[config.mk]
export PLATFORM = sky130hd
export DESIGN_NAME = child_event_collector
export DESIGN_NICKNAME = d
export VERILOG_FILES = /design/src/rtl/child_event_collector_pkg.sv /design/src/rtl/child_event_collector_rr_pick.sv /design/src/rtl/child_event_collector.sv
export SDC_FILE = /design/constraint.sdc
export NUM_CORES = 1
export LEC_CHECK = 0
export ABC_CLOCK_PERIOD_IN_PS = 6410
export BUFFER_PORTS_ARGS = -buffer_cell sky130_fd_sc_hd__buf_2
export CORE_MARGIN = 2
export CORE_UTILIZATION = 59
export CTS_CLUSTER_DIAMETER = 80
export DETAILED_ROUTE_END_ITERATION = 7
export PLACE_DENSITY = 0.79
export SYNTH_ARGS = -nofsm -noshare
export SYNTH_HDL_FRONTEND = slang
export SYNTH_SLANG_ARGS = --single-unit
[constraint.sdc]
create_clock -name clk -period 6.41 [get_ports clk]
set_input_delay 0.641 -clock clk [delete_from_list [all_inputs] [get_ports clk]]
set_output_delay 0.641 -clock clk [all_outputs]
set_load 0.01 [all_outputs]
[src/rtl/child_event_collector_pkg.sv]
// Shared definitions for the child event collector and the hierarchy node that consumes its reports.
package child_evt_pkg;

  localparam int NUM_CHILD_DEFAULT = 15;
  localparam int CNT_W_DEFAULT     = 8;
  localparam int IDX_W_DEFAULT     = $clog2(NUM_CHILD_DEFAULT);

  typedef struct packed {
    logic [IDX_W_DEFAULT-1:0] idx;
    logic [CNT_W_DEFAULT-1:0] count;
    logic                     ovf;
  } evt_report_t;

endpackage

[src/rtl/child_event_collector_rr_pick.sv]
// Round-robin picker: rotate the request vector so the search starts at ptr,
// take the lowest set bit, then map it back to an absolute index.
module rr_pick #(
  parameter int  N  = 15,
  localparam int PW = $clog2(N)
) (
  input  logic [N-1:0]  req,
  input  logic [PW-1:0] ptr,
  output logic [PW-1:0] sel,
  output logic          any
);

  logic [N-1:0]  rot;
  logic [PW-1:0] pos;
  logic [PW:0]   sum;

  assign any = |req;

  always_comb begin
    rot = '0;
    for (int k = 0; k < N; k++) begin
      int idx;
      idx = int'(ptr) + k;
      if (idx >= N) idx = idx - N;
      rot[k] = req[idx];
    end
  end

  always_comb begin
    pos = '0;
    for (int k = N - 1; k >= 0; k--) begin
      if (rot[k]) pos = PW'(k);
    end
  end

  // ptr and pos are both below N, so one conditional subtract undoes the rotation.
  always_comb begin
    sum = {1'b0, ptr} + {1'b0, pos};
    if (sum >= (PW+1)'(N)) sum = sum - (PW+1)'(N);
    sel = sum[PW-1:0];
  end

endmodule

[src/rtl/child_event_collector.sv]
// Counts single-cycle event pulses from each child and reports non-empty children
// round-robin as {idx, count, ovf} records over a valid/ready handshake.
module child_event_collector
  import child_evt_pkg::*;
#(
  parameter int  NUM_CHILD = NUM_CHILD_DEFAULT,
  parameter int  CNT_W     = CNT_W_DEFAULT,
  localparam int IDX_W     = $clog2(NUM_CHILD)
) (
  input  logic                 clk,
  input  logic                 rst_n,
  input  logic                 clear_i,
  input  logic [NUM_CHILD-1:0] evt_i,
  output logic                 out_valid,
  input  logic                 out_ready,
  output logic [IDX_W-1:0]     out_idx,
  output logic [CNT_W-1:0]     out_count,
  output logic                 out_ovf
);

  localparam logic [CNT_W-1:0] CNT_MAX = '1;

  logic [CNT_W-1:0]     cnt [NUM_CHILD];
  logic [NUM_CHILD-1:0] ovf;
  logic [NUM_CHILD-1:0] pending;
  logic [IDX_W-1:0]     rr_ptr;
  logic [IDX_W-1:0]     sel;
  logic                 any_pending;
  logic                 load;

  always_comb begin
    pending = '0;
    for (int i = 0; i < NUM_CHILD; i++) pending[i] = (cnt[i] != '0);
  end

  rr_pick #(.N(NUM_CHILD)) u_pick (
    .req (pending),
    .ptr (rr_ptr),
    .sel (sel),
    .any (any_pending)
  );

  assign load = any_pending && (!out_valid || out_ready);

  // A child being loaded restarts from this cycle's event so nothing is dropped.
  always_ff @(posedge clk or negedge rst_n) begin
    if (!rst_n) begin
      for (int i = 0; i < NUM_CHILD; i++) cnt[i] <= '0;
      ovf <= '0;
    end else if (clear_i) begin
      for (int i = 0; i < NUM_CHILD; i++) cnt[i] <= '0;
      ovf <= '0;
    end else begin
      for (int i = 0; i < NUM_CHILD; i++) begin
        if (load && sel == IDX_W'(i)) begin
          cnt[i] <= evt_i[i] ? CNT_W'(1) : '0;
          ovf[i] <= 1'b0;
        end else if (evt_i[i]) begin
          if (cnt[i] == CNT_MAX) ovf[i] <= 1'b1;
          else                   cnt[i] <= cnt[i] + CNT_W'(1);
        end
      end
    end
  end

  always_ff @(posedge clk or negedge rst_n) begin
    if (!rst_n) begin
      out_valid <= 1'b0;
      out_idx   <= '0;
      out_count <= '0;
      out_ovf   <= 1'b0;
      rr_ptr    <= '0;
    end else if (clear_i) begin
      out_valid <= 1'b0;
      out_idx   <= '0;
      out_count <= '0;
      out_ovf   <= 1'b0;
      rr_ptr    <= '0;
    end else if (load) begin
      out_valid <= 1'b1;
      out_idx   <= sel;
      out_count <= cnt[sel];
      out_ovf   <= ovf[sel];
      rr_ptr    <= (sel == IDX_W'(NUM_CHILD - 1)) ? '0 : sel + IDX_W'(1);
    end else if (out_valid && out_ready) begin
      out_valid <= 1'b0;
    end
  end

endmodule

==> results of run 1 <==
==> synthesized netlist by cell type, types with 24 or more instances <==
cell / instances / share of area, %
sky130_fd_sc_hd__a21oi_1: 104 / 3.8
sky130_fd_sc_hd__and3_1: 35 / 1.6
sky130_fd_sc_hd__clkbuf_1: 66 / 1.8
sky130_fd_sc_hd__dfrtp_1: 153 / 28
sky130_fd_sc_hd__ha_1: 50 / 4.5
sky130_fd_sc_hd__inv_1: 52 / 1.4
sky130_fd_sc_hd__mux2i_1: 89 / 6.4
sky130_fd_sc_hd__mux4_2: 28 / 4.6
sky130_fd_sc_hd__nand2_1: 174 / 4.7
sky130_fd_sc_hd__nand3_1: 51 / 1.8
sky130_fd_sc_hd__nand4_1: 33 / 1.5
sky130_fd_sc_hd__nor2_1: 260 / 7.1
sky130_fd_sc_hd__nor2b_1: 24 / 1.1
sky130_fd_sc_hd__nor3_1: 39 / 1.4
sky130_fd_sc_hd__nor4_1: 25 / 1.1
sky130_fd_sc_hd__o21ai_0: 82 / 3.0
sky130_fd_sc_hd__o22ai_1: 25 / 1.1
sky130_fd_sc_hd__xnor2_1: 54 / 3.4
sky130_fd_sc_hd__xor2_1: 61 / 3.9
==> final cells by class <==
cell class	instances	area share, %
Multi-Input combinational cell	1409	61.1
Sequential cell	153	23.8
Timing Repair Buffer	159	7.37
Clock buffer	18	2.67
Tap cell	319	2.48
Inverter	57	1.35
Clock inverter	14	1.15
Antenna cell	1	0.0156
==> kinds of logic after synthesis <==
family,Yosys count
AOI/OAI and AO/OA,377
xor gates and xnor gates,125
adders and majority gates,51
buffers and inverters,146
muxes,134
and+or+nand+nor,719
DFF,153
==> worst register-to-register path, cell delays in order, from the launching register on <==
cell and delay [ns]:
sky130_fd_sc_hd__dfrtp_2 0.47, sky130_fd_sc_hd__inv_2 0.21, sky130_fd_sc_hd__ha_1 0.27, sky130_fd_sc_hd__a21bo_2 0.31
sky130_fd_sc_hd__a21oi_4 0.23, sky130_fd_sc_hd__a211oi_2 0.12, sky130_fd_sc_hd__or3_1 0.39, sky130_fd_sc_hd__a311oi_1 0.33
sky130_fd_sc_hd__nor4_1 0.15, sky130_fd_sc_hd__a311oi_4 0.34, sky130_fd_sc_hd__nand3b_1 0.12, sky130_fd_sc_hd__a211o_1 0.31
sky130_fd_sc_hd__a211oi_2 0.30, sky130_fd_sc_hd__fa_1 0.51, sky130_fd_sc_hd__ha_1 0.24, sky130_fd_sc_hd__a21oi_1 0.17
sky130_fd_sc_hd__nor2_2 0.09, sky130_fd_sc_hd__a21oi_4 0.25, sky130_fd_sc_hd__buf_4 0.20, sky130_fd_sc_hd__nor3_1 0.05
sky130_fd_sc_hd__a21oi_1 0.34, sky130_fd_sc_hd__o22ai_1 0.16, sky130_fd_sc_hd__nor2_1 0.25, sky130_fd_sc_hd__o211ai_1 0.21
sky130_fd_sc_hd__o21ai_0 0.22
==> routing by layer <==
| layer | up-vias | part of all wire [%] | track usage, % | wire length, um |
|---|---|---|---|---|
| met5 | - | 0 | 0 | 0 |
| met1 | 6654 | 40 | 46.3 | 17500 |
| met3 | 185 | 8.3 | 6.31 | 3620 |
| met2 | 713 | 46 | 56.8 | 20200 |
| met4 | 0 | 5.4 | 17.9 | 2370 |
| li1 | 6298 | - | - | - |
==> sequential cells by signal, indices dropped and copies added (netlist names) <==
name	count
ovf	15
cnt	120
rr_ptr	4
out_count	8
out_idx	4
out_ovf	1
out_valid	1
==> worst paths after layout <==
kind                                 to    startpoint  slack [ns]
max reg2reg                out_count[5]     rr_ptr[3]        0.11
min                             cnt[45]         rst_n        0.23
max                        out_count[5]     rr_ptr[3]        0.11
max in group asynchronous     rr_ptr[2]         rst_n        4.69
min reg2reg                out_count[7]  out_count[7]        0.49
min in group clk                cnt[16]     evt_i[12]        0.48
==> through the flow <==
step / cells / cell area, um2 / hold slack, ns
floorplan: 1705 / 13800 / 0.345
global placement: 2082 / 15000 / 0.459
detailed placement: 2082 / 15000 / 0.474
CTS: 2114 / 15700 / 0.275
global route: 2129 / 16100 / 0.315
finish: 2130 / 16100 / 0.235
==> repair_timing <==
action                                  in CTS  in global routing
resized for setup                           11                 55
pin swaps                                    0                 10
buffers inserted                             0                 12
endpoints found under the setup margin      99                147
hold endpoints to repair                     0                  0
gates cloned                                 0                  3
==> impl_metrics.tcl, run 1 <==
set metrics [dict create \
    drtIter0Drc 1689 \
    dp_hpwl_um 31700 \
    seq_area_mm2 0.00383 \
    global_route.usage.total_pct 35.5 \
    fillerInstances 1901 \
    synthesis.area_mm2 0.0138 \
    area.growth.synth_to_final_pct 16.2 \
    yosys-mux-area-fraction_pct 12.5 \
    grt_first_pass_wirelength_um 69000 \
    synth-edff-count 0 \
    compound_gate_portion_of_the_synthesized_area_pct 18.1 \
    fmax_mhz 159 \
    numClockSinks 153 \
    clock_path_buffers 2 \
    drt_pre_antenna_iters 6 \
    wire_per_inst_um 20.5 \
    final_layout_size_suffix_gt1_share_pct 19.0 \
    yosys.area_share.xor_xnor_pct 8.62 \
    worstRegToRegCells 24 \
    syn_nets 1775 \
    synth-main-ff-cell "sky130_fd_sc_hd__dfrtp_1" \
    core_region_area_mm2 0.0233 \
    clkTransAtPathRegs_ns 0.08 \
    outcome "finished, final reports clean" \
    crit_chain "inv_2, ha_1, a21bo_2, a21oi_4, a211oi_2, or3_1, a311oi_1, nor4_1, a311oi_4, nand3b_1, a211o_1, a211oi_2, fa_1, ha_1, a21oi_1, nor2_2, a21oi_4, buf_4, nor3_1, a21oi_1, o22ai_1, nor2_1, o211ai_1, o21ai_0" \
    timing.critical_path.required_ns 6.77 \
    antenna_found_initial 1 \
    final-setup-viol-count 0 \
    num_io_pins 33 \
    route.vias.total 13900 \
    worstSkewPairLatency_ns 0.45 \
    grt_max_degree 85 \
    crit_buf_inv 2 \
    floorplan.die.height_um 157 \
    gp_congestion 0.978 \
    postSynthCellCount 1705 \
    flops_latches_synth 153 \
    post_synth_and_or_nand_nor_area_fraction_pct 24.2 \
    timing.final.ws_setup_ns 0.109 \
    mostFrequentLayoutCells "sky130_fd_sc_hd__nor2_1, sky130_fd_sc_hd__nand2_1, sky130_fd_sc_hd__dfrtp_1, sky130_fd_sc_hd__buf_4, sky130_fd_sc_hd__a21oi_1" \
    timing.slew.headroom_pct 39.2 \
    detail_route.drc_violations 0 \
    clockRootBuffer "sky130_fd_sc_hd__clkbuf_16" \
    die_area_mm2 0.0247 \
    path_class "reg2reg" \
    worstSetupPathDepth 24 \
    area_used_by_multi_input_combinational_logic_mm2 0.00982 \
    place_ws_ns -0.231 \
    die_width_um 157 \
    cts_inserted_buffers 17 \
    cts_tree "built" \
    rows 56 \
    critical-path-max-stage-delay_ns 0.51 \
    initial_core_util_pct 59.5 \
    async_flop_share_pct 100 \
    finalCoreUtilization_pct 69.1 \
    critPathMaxFanout 7 \
    end_kind "register" \
    mostFrequentLayoutCell "sky130_fd_sc_hd__nor2_1" \
    max-cap-violations 0 \
    design.final.nets 1867 \
    seq_area_frac_synth_pct 27.7 \
    synth_fa_ha_area_share_pct 4.67 \
    drtAntennaViolNets 0 \
    grt-ovfl-total 0 \
    synth_area_per_cell_um2 8.11 \
    post-route-min-period_ns 6.30 \
    port_buffers 32 \
    hold_buffers 0 \
    synth_cell_types 90 \
    number_of_slew_limit_violations_in_the_final_report 0 \
    worst_clock_skew_ns 0.0142 \
    startpoint_type "register" \
    tightest_slew_ns 0.912 \
    synth.yosys.warnings 0 \
    routed_wirelength_um 43700 \
    ctsHtreeMaxLevel 4 \
    timing.critical_path.arrival_ns 6.66 \
    post_drt_via_cell_ratio 6.50 \
    totalNegativeSetupSlack_ns 0 \
    hold_path_class "in2async" \
    timing.critical_path.slowest_stage_cell "sky130_fd_sc_hd__fa_1" \
    vias_in_the_first_global_route 13000 \
    final.period_utilization_pct 98.3 \
    cpLargestDelayFamily "compound AO/OA/AOI/OAI gates" \
    main_combinational_cell_family_by_area_after_synthesis "simple AND/OR/NAND/NOR gates" \
    timing_hold_violations_final 0 \
]
Power of run 1 is not shown: default switching activity piles up to over one toggle a cycle in this logic, so the estimate is an artifact.
==> run 2, diff against run 1 <==
ABC_CLOCK_PERIOD_IN_PS = not set   (was 6410)
BUFFER_PORTS_ARGS = -buffer_cell sky130_fd_sc_hd__buf_4   (was -buffer_cell sky130_fd_sc_hd__buf_2)
==> impl_metrics.tcl, run 2 (same netlist as run 1, synthesis figures left out) <==
set metrics [dict create \
    worstSkewPairLatency_ns 0.45 \
    fmax_mhz 162 \
    mostFrequentLayoutCells "sky130_fd_sc_hd__nor2_1, sky130_fd_sc_hd__nand2_1, sky130_fd_sc_hd__dfrtp_1, sky130_fd_sc_hd__buf_4, sky130_fd_sc_hd__a21oi_1" \
    layout_top_registers "cnt: 120 flops, ovf: 15 flops, out_count: 8 flops" \
    area.growth.synth_to_final_pct 16.2 \
    rows 56 \
    startpoint "rr_ptr[3]" \
    outcome "finished, final reports clean" \
    end_kind "register" \
    fin_worst_hold_slack_ns 0.264 \
    wire_per_inst_um 20.8 \
    startpoint_type "register" \
    gp_congestion 0.975 \
    post_drt_via_cell_ratio 6.60 \
    routed_wirelength_um 43900 \
    grt_first_pass_wirelength_um 68400 \
    critPathMaxFanout 10 \
    final.period_utilization_pct 96.3 \
    drtAntennaViolNets 0 \
    clock_path_buffers 2 \
    detail_route.drc_violations 0 \
    registers.top_by_ff_count "cnt" \
    clkTransAtPathRegs_ns 0.07 \
    cts_tree "built" \
    tightest_slew_ns 0.861 \
    critical-path-max-stage-delay_ns 0.52 \
    timing.critical_path.slowest_stage_cell "sky130_fd_sc_hd__fa_1" \
    initial_core_util_pct 59.5 \
    cts_inserted_buffers 17 \
    die_width_um 157 \
    largest_register_ffs 120 \
    hold_buffers 0 \
    use_met2_pct 55.9 \
    drtIter0Drc 1525 \
    post-route-min-period_ns 6.17 \
    core_region_area_mm2 0.0233 \
    number_of_slew_limit_violations_in_the_final_report 0 \
    design.final.nets 1852 \
    global_route.usage.total_pct 35.4 \
    mostFrequentLayoutCell "sky130_fd_sc_hd__nor2_1" \
    final_layout_size_suffix_gt1_share_pct 19.1 \
    num_io_pins 33 \
    regToRegStartpoint "rr_ptr[3]" \
    die_area_mm2 0.0247 \
    antenna_cells 0 \
    antenna_found_initial 0 \
    clockRootBuffer "sky130_fd_sc_hd__clkbuf_16" \
    route.vias.total 14000 \
    numClockSinks 153 \
    worst_clock_skew_ns 0.0267 \
    floorplan.die.height_um 157 \
    grt-ovfl-total 0 \
    met3_usage_pct 6.03 \
    port_buffers 32 \
    grtUsageMet1_pct 46.3 \
    busiest_layer "met2" \
    max-cap-violations 0 \
    path_class "reg2reg" \
    crit_top_cell "sky130_fd_sc_hd__ha_1" \
    fillerInstances 1862 \
    ctsHtreeMaxLevel 4 \
    timing.critical_path.required_ns 6.72 \
    drt_pre_antenna_iters 6 \
    dp_hpwl_um 31400 \
    worstRegToRegCells 25 \
    timing_hold_violations_final 0 \
    reg_to_reg_setup_timing_slack_ns 0.24 \
    vias_in_the_first_global_route 12900 \
    timing.critical_path.arrival_ns 6.49 \
    grt_max_degree 90 \
    timing.slew.headroom_pct 42.6 \
    hold_path_class "in2async" \
    final-setup-viol-count 0 \
    end_of_the_worst_register_to_register_path "out_count[6]" \
]
-- run 2: layer usage --
layer	routed length [um]	vias up
met5	0	-
met4	2570	0
met3	3960	190
met2	20100	776
met1	17300	6706
li1	-	6279
-- run 2: per-stage QoR --
step / utilization [%] / instance area (um2) / TNS, ns / worst slack [ns] / instances
final: 69.1 / 16100 / 0 / 0.237 / 2114
after global routing: 69.1 / 16100 / -0.533 / -0.0790 / 2114
after CTS: 66.9 / 15600 / 0 / 0.00685 / 2091
after detailed placement: 63.9 / 14900 / -0.620 / -0.0677 / 2056
after global placement: 63.9 / 14900 / -0.0170 / -0.0170 / 2056
after floorplan: - / 13800 / 0 / 0.0240 / 1705
-- run 2: how the worst max path moves through the flow --
stage / endpoint / slack [ns] / cells past startpoint
6_report: out_count[6] / 0.24 / 25
2_1_floorplan: out_ovf / 0.02 / 26
3_3_place_gp: out_ovf / -0.02 / 22
3_5_place_dp: out_ovf / -0.07 / 22
4_1_cts: out_count[4] / 0.007 / 26
5_1_grt: out_count[6] / -0.08 / 26
-- run 2: worst max-delay path: cells and delay by family, from the launching register on --
family | cells | cell delay, ns
flip-flops | 1 | 0.45
AND/OR/NAND/NOR | 7 | 1.37
adder cells (fa/ha/maj) | 4 | 1.21
multiplexers | 1 | 0.37
buffers and inverters | 2 | 0.38
AO/OA/AOI/OAI | 11 | 2.26
-- run 2: cell type report --
cell class	count	area [um2]	share of cell area, %
clock inverter	15	174	1.08
clock buffer	17	425	2.65
multi-input combinational	1406	9790	60.9
timing repair buffer	147	1230	7.66
tap	319	399	2.48
sequential	153	3830	23.9
inverter	57	216	1.35
-- run 2: what timing repair did --
| item | in CTS | in global routing |
|---|---|---|
| pin swaps | 0 | 14 |
| cloned | 0 | 1 |
| hold endpoints to repair | 0 | 0 |
| gates resized for setup | 13 | 64 |
| setup buffers | 3 | 22 |
| endpoints found under the setup margin | 24 | 148 |
Power of run 2 is left out for the same reason.
